===== src/rtl/mem_port_arbiter.sv =====
// mem_port_arbiter: shares one single-port memory between instruction fetch (IF) and load/store (DM)
//   Grants one access at a time, strobes the fixed-latency memory and returns data with a
//   one-cycle ack; the stall outputs hold the pipeline while a request is outstanding.
//   Optional build macro ARB_RR_EN: round-robin between IF and DM when both request.
//   Default build: DM has priority, with at most MAX_DATA_RUN back-to-back DM grants while IF waits.
// Ports:
//   i_clk, i_rst_n                  clock, asynchronous active-low reset
//   i_if_req, i_if_addr             fetch request and address
//   o_if_rdata, o_if_ack            fetched word and its one-cycle completion pulse
//   i_dm_req, i_dm_we               data request and write enable (1 = store)
//   i_dm_addr, i_dm_wdata           data address and store data
//   o_dm_rdata, o_dm_ack            load word and its one-cycle completion pulse
//   o_mem_en, o_mem_we              one-cycle memory strobe and write enable
//   o_mem_addr, o_mem_wdata         memory address and write data, held for the whole access
//   i_mem_rdata                     memory read data, valid MEM_LAT cycles after o_mem_en
//   o_stall_if, o_stall_dm          pipeline holds while the matching request is not acked
module mem_port_arbiter #(
  parameter int AW           = 16,
  parameter int DW           = 16,
  parameter int MEM_LAT      = 2,
  parameter int MAX_DATA_RUN = 4
) (
  input  logic          i_clk,
  input  logic          i_rst_n,
  input  logic          i_if_req,
  input  logic [AW-1:0] i_if_addr,
  output logic [DW-1:0] o_if_rdata,
  output logic          o_if_ack,
  input  logic          i_dm_req,
  input  logic          i_dm_we,
  input  logic [AW-1:0] i_dm_addr,
  input  logic [DW-1:0] i_dm_wdata,
  output logic [DW-1:0] o_dm_rdata,
  output logic          o_dm_ack,
  output logic          o_mem_en,
  output logic          o_mem_we,
  output logic [AW-1:0] o_mem_addr,
  output logic [DW-1:0] o_mem_wdata,
  input  logic [DW-1:0] i_mem_rdata,
  output logic          o_stall_if,
  output logic          o_stall_dm
);
  typedef enum logic [1:0] {IDLE, WAIT, RESP} state_t;
  state_t        r_state, w_next;
  logic [3:0]    r_cnt;
  logic          r_win_dm, r_we;
  logic [AW-1:0] r_mem_addr;
  logic [DW-1:0] r_mem_wdata, r_if_rdata, r_dm_rdata;
  logic          w_req, w_grant, w_grant_dm, w_capture;
  assign w_req     = i_if_req | i_dm_req;
  assign w_grant   = (r_state == IDLE) & w_req;
  assign w_capture = (r_state == WAIT) & (r_cnt == 4'd0);
`ifdef ARB_RR_EN
  logic r_last_dm;
  assign w_grant_dm = i_dm_req & (~i_if_req | ~r_last_dm);
  always_ff @(posedge i_clk or negedge i_rst_n)
    if (!i_rst_n) r_last_dm <= 1'b0;
    else if (w_grant) r_last_dm <= w_grant_dm;
`else
  logic [3:0] r_run;
  assign w_grant_dm = i_dm_req & (~i_if_req | (r_run != 4'(MAX_DATA_RUN)));
  // counts DM grants that overtook a waiting IF; an IF grant or an uncontested DM grant clears it
  always_ff @(posedge i_clk or negedge i_rst_n)
    if (!i_rst_n) r_run <= 4'd0;
    else if (w_grant)
      r_run <= (w_grant_dm & i_if_req) ? ((r_run == 4'(MAX_DATA_RUN)) ? r_run : r_run + 4'd1) : 4'd0;
`endif
  always_ff @(posedge i_clk or negedge i_rst_n)
    if (!i_rst_n) r_state <= IDLE;
    else r_state <= w_next;
  always_comb
    w_next = (r_state == IDLE) ? (w_req ? WAIT : IDLE) :
             (r_state == WAIT) ? (r_cnt == 4'd0 ? RESP : WAIT) : IDLE;
  // WAIT lasts MEM_LAT+1 cycles: the strobe cycle plus the memory latency, so the
  // capture edge lands at the end of the first cycle where read data is valid
  always_ff @(posedge i_clk or negedge i_rst_n)
    if (!i_rst_n) begin
      r_cnt       <= 4'd0;
      r_win_dm    <= 1'b0;
      r_we        <= 1'b0;
      r_mem_addr  <= '0;
      r_mem_wdata <= '0;
      r_if_rdata  <= '0;
      r_dm_rdata  <= '0;
    end else begin
      if (w_grant) begin
        r_cnt      <= 4'(MEM_LAT);
        r_win_dm   <= w_grant_dm;
        r_we       <= w_grant_dm & i_dm_we;
        r_mem_addr <= w_grant_dm ? i_dm_addr : i_if_addr;
        if (w_grant_dm) r_mem_wdata <= i_dm_wdata;
      end
      if (r_state == WAIT && r_cnt != 4'd0) r_cnt <= r_cnt - 4'd1;
      if (w_capture && !r_win_dm) r_if_rdata <= i_mem_rdata;
      if (w_capture && r_win_dm && !r_we) r_dm_rdata <= i_mem_rdata;
    end
  // the counter still holds its load value only in the first WAIT cycle, which is the strobe cycle
  always_comb begin
    o_mem_en   = (r_state == WAIT) & (r_cnt == 4'(MEM_LAT));
    o_mem_we   = o_mem_en & r_we;
    o_if_ack   = (r_state == RESP) & ~r_win_dm;
    o_dm_ack   = (r_state == RESP) & r_win_dm;
    o_stall_if = i_if_req & ~o_if_ack;
    o_stall_dm = i_dm_req & ~o_dm_ack;
  end
  assign o_mem_addr  = r_mem_addr;
  assign o_mem_wdata = r_mem_wdata;
  assign o_if_rdata  = r_if_rdata;
  assign o_dm_rdata  = r_dm_rdata;
endmodule


===== config.mk =====
export PLATFORM = sky130hd
export DESIGN_NAME = mem_port_arbiter
export DESIGN_NICKNAME = d
export VERILOG_FILES = /design/src/rtl/mem_port_arbiter.sv
export SDC_FILE = /design/constraint.sdc
export NUM_CORES = 1
export LEC_CHECK = 0
export BUFFER_PORTS_ARGS = -buffer_cell sky130_fd_sc_hd__buf_2
export CORE_ASPECT_RATIO = 1.75
export CORE_MARGIN = 1.5
export CORE_UTILIZATION = 47
export CTS_CLUSTER_SIZE = 10
export DETAILED_ROUTE_END_ITERATION = 6
export PLACE_DENSITY_LB_ADDON = 0.25
export SLEW_MARGIN = 15
export SYNTH_ARGS = -nofsm -noshare
export SYNTH_HDL_FRONTEND = slang
export SYNTH_SLANG_ARGS = --single-unit
export TNS_END_PERCENT = 5

===== constraint.sdc =====
create_clock -name i_clk -period 2.05 [get_ports i_clk]
set_clock_uncertainty 0.1 [all_clocks]
set_input_delay 0 -clock i_clk [delete_from_list [all_inputs] [get_ports i_clk]]
set_output_delay 0 -clock i_clk [all_outputs]
set_load 0.01 [all_outputs]

==> metrics.txt <==
run status finished, final reports clean; Pwr per Cell Area approximately 1400 nW/um^2; Sink Count 76; RSZ-0062 raised after global routing no; post-synth top area share 0.585; crit-path cells inv_1 -> ha_1 -> nand2b_4 -> nor3_4 -> nand3b_4 -> mux2_4; clock tree root driver cell clkbuf_16; filler cell count ~430; number of antenna violations at the first check in global routing 0; Seq/Total Area, Yosys 0.585; DRT iter0 DRCs about 170; Crit Path Class reg -> reg; hold depth 3; Max-slew headroom 0.646; vias per cell about 5; Mapped Area approximately 3300 um^2; cell family with most CP delay simple AND/OR/NAND/NOR gates; r2r endpoint o_dm_rdata[9]$_DFFE_PN0P_; Leak Pwr roughly 2.4 nW; Post-synth top cells dfrtp_1, mux2_2, a21oi_1; Final period util 0.925; Max VDD drop between 0.8 and 0.9 mV; wire per inst 16.5 um; Nets between 500 and 600; CTS tree yes; Die ar. between 7000 and 8000 um^2; Distinct cells, synth 36; drt total wl ~9200 um; Post-synth EDFFs 0; Multi-input gate area 1260 um^2; Mapped Avg Cell Area approximately 13 um^2; setup TNS 0 ps; Clk pin slew, worst setup/hold paths about 60 ps; Main synth FF type dfrtp_1; flop-to-flop setup slack between 150 and 200 ps; Clock Tree Buf Depth 2; Mapped Cells roughly 260; Hold WC Path Type in -> reg; Synth area leaders dfrtp_1, mux2_2, a21oi_1, mux2_4, nand2_1; Hold Path End r_state[0]$_DFF_PN0_; warnings from Yosys 0; R2R cell count 6; Synth area leader dfrtp_1; RR Startpoint r_cnt[0]$_DFFE_PN0P_; drt drc 0; Hold Violations, Final 0; Initial Util 0.493; Post-CTS Setup Inserts 0; Slew Viols, Final 0; final setup fails 0; DR pass1 iterations 4; die extent in y around 110 um; Post-DRT Antenna Nets 0; # IOs roughly 140; Worst-Skew Late Latency approximately 330 ps; min Tclk post-route 1900 ps; CP max stage cell dfrtp_1; synthesis-to-finish area growth 53.7%; PortBufs 138; Critical Path End Type flop; pre-CTS setup slack 163 ps; Crit path largest cell delay 410 ps; Via Count 2866; Max Cap Viol 0; vias in the first global route around 3000; global route overflow 0; total track usage 0.257; critical path peak fanout 16; type of element launching the critical path flop; worst slew pin tran around 530 ps; Antenna Cells 0; Syn Nets about 330; hold path start i_dm_req; CTS Buf Count 9; Worst EP arrival about 2000 ps; CTS Hold Bufs 67; area occupied by registers between 1500 and 2000 um^2; core area around 6600 um^2; die width approximately 66 um; H-tree Lvls 3; share of cells above drive strength 1 0.451; DP HPWL around 5200 um; row count 39; Yosys reg bits 76; first-pass GRT wire length ~15000 um; Critical path buffers and inverters 1; async set-reset flop share out of synthesis 1.00; required time of the worst setup path ~2200 ps; fmax roughly 530 MHz; GPL Wtd Cong 0.766; cts repair resizes 0; largest net degree at the start of global routing between 70 and 80; top-count cell post-synth dfrtp_1; worst setup margin 155 ps
## metal layers
layer,vias to the layer above,track usage,wire length [um]
met5,-,0,0
met4,0,0.101,153
met3,13,0.0467,625
met2,150,0.460,4860
met1,1383,0.297,3520
li1,1320,-,-
## worst max-delay path by stage
stage                               from                          to  slack [ps]  depth (start not counted)
floorplan           r_cnt[0]$_DFFE_PN0P_  o_if_rdata[10]$_DFFE_PN0P_         230                          6
global placement    r_cnt[0]$_DFFE_PN0P_  o_dm_rdata[11]$_DFFE_PN0P_         230                          6
detailed placement  r_cnt[0]$_DFFE_PN0P_   o_dm_rdata[9]$_DFFE_PN0P_         160                          6
CTS                 r_cnt[0]$_DFFE_PN0P_  o_dm_rdata[12]$_DFFE_PN0P_         140                          6
global route        r_cnt[0]$_DFFE_PN0P_   o_dm_rdata[9]$_DFFE_PN0P_          60                          6
finish              r_cnt[0]$_DFFE_PN0P_   o_dm_rdata[9]$_DFFE_PN0P_         150                          6
## worst register-to-register path, delay by kind of cell (launching register included)
kind                       cells  cell delay, ps
buffers and inverters          1              90
adders and majority gates      1             230
and+or+nand+nor                3             560
muxes                          1             400
DFF                            1             410
## metrics by stage
| stage | hold slack (ps) | instances | total power [mW] | cell area, um^2 | util |
|---|---|---|---|---|---|
| floorplan | -396 | 259 | 4.48 | 3250 | - |
| global placement | -55.9 | 474 | 5.50 | 4050 | 0.615 |
| detailed placement | -46.2 | 474 | 5.63 | 4050 | 0.615 |
| CTS | 2.96 | 557 | 7.19 | 4990 | 0.758 |
| global route | 64.5 | 557 | 7.67 | 4990 | 0.758 |
| finish | 2.70 | 557 | 7.20 | 4990 | 0.758 |
## cells by family after synthesis
| group | share of synthesized area |
|---|---|
| buf+inv | 0.0277 |
| fa+ha+maj | 0.0154 |
| flops | 0.585 |
| mux | 0.178 |
| simple gates | 0.110 |
| compound gates | 0.0839 |
## power breakdown
group          leakage [nW]  total [mW]  internal (mW)  switching (mW)
clock network         0.118        1.43          0.821           0.604
logic                  1.42        3.05           1.53            1.52
registers             0.896        2.73           2.26           0.473
## state kept, by name, indices dropped and copies added, names as in the netlist
signal / cells
r_win_dm: 1
o_if_rdata: 16
o_dm_rdata: 16
r_run: 4
r_cnt: 4
o_mem_wdata: 16
r_we: 1
r_state: 2
o_mem_addr: 16
## layout make-up
| type | count | share of cell area |
|---|---|---|
| Clock inverter | 5 | 0.00777 |
| Clock buffer | 11 | 0.0466 |
| Multi-Input combinational cell | 166 | 0.252 |
| Inverter | 5 | 0.00376 |
| Tap cell | 82 | 0.0205 |
| Timing Repair Buffer | 212 | 0.289 |
| Sequential cell | 76 | 0.381 |
## cells in the final DEF (no fill, tap or decap), types with 2 or more instances in the layout
cell type / n
a21oi_1: 35
and2_1: 2
buf_12: 2
buf_2: 137
buf_4: 6
clkbuf_1: 2
clkbuf_16: 9
clkinvlp_4: 4
dfrtp_1: 76
dlygate4sd3_1: 67
ha_1: 4
inv_1: 5
mux2_2: 38
mux2_4: 10
nand2_1: 26
nand2b_4: 2
nand3_1: 2
nor2_1: 17
nor2b_1: 4
o21ai_0: 5
o22ai_1: 2
o2bb2ai_1: 2
Note: power is estimated with default switching activity, not from simulation.
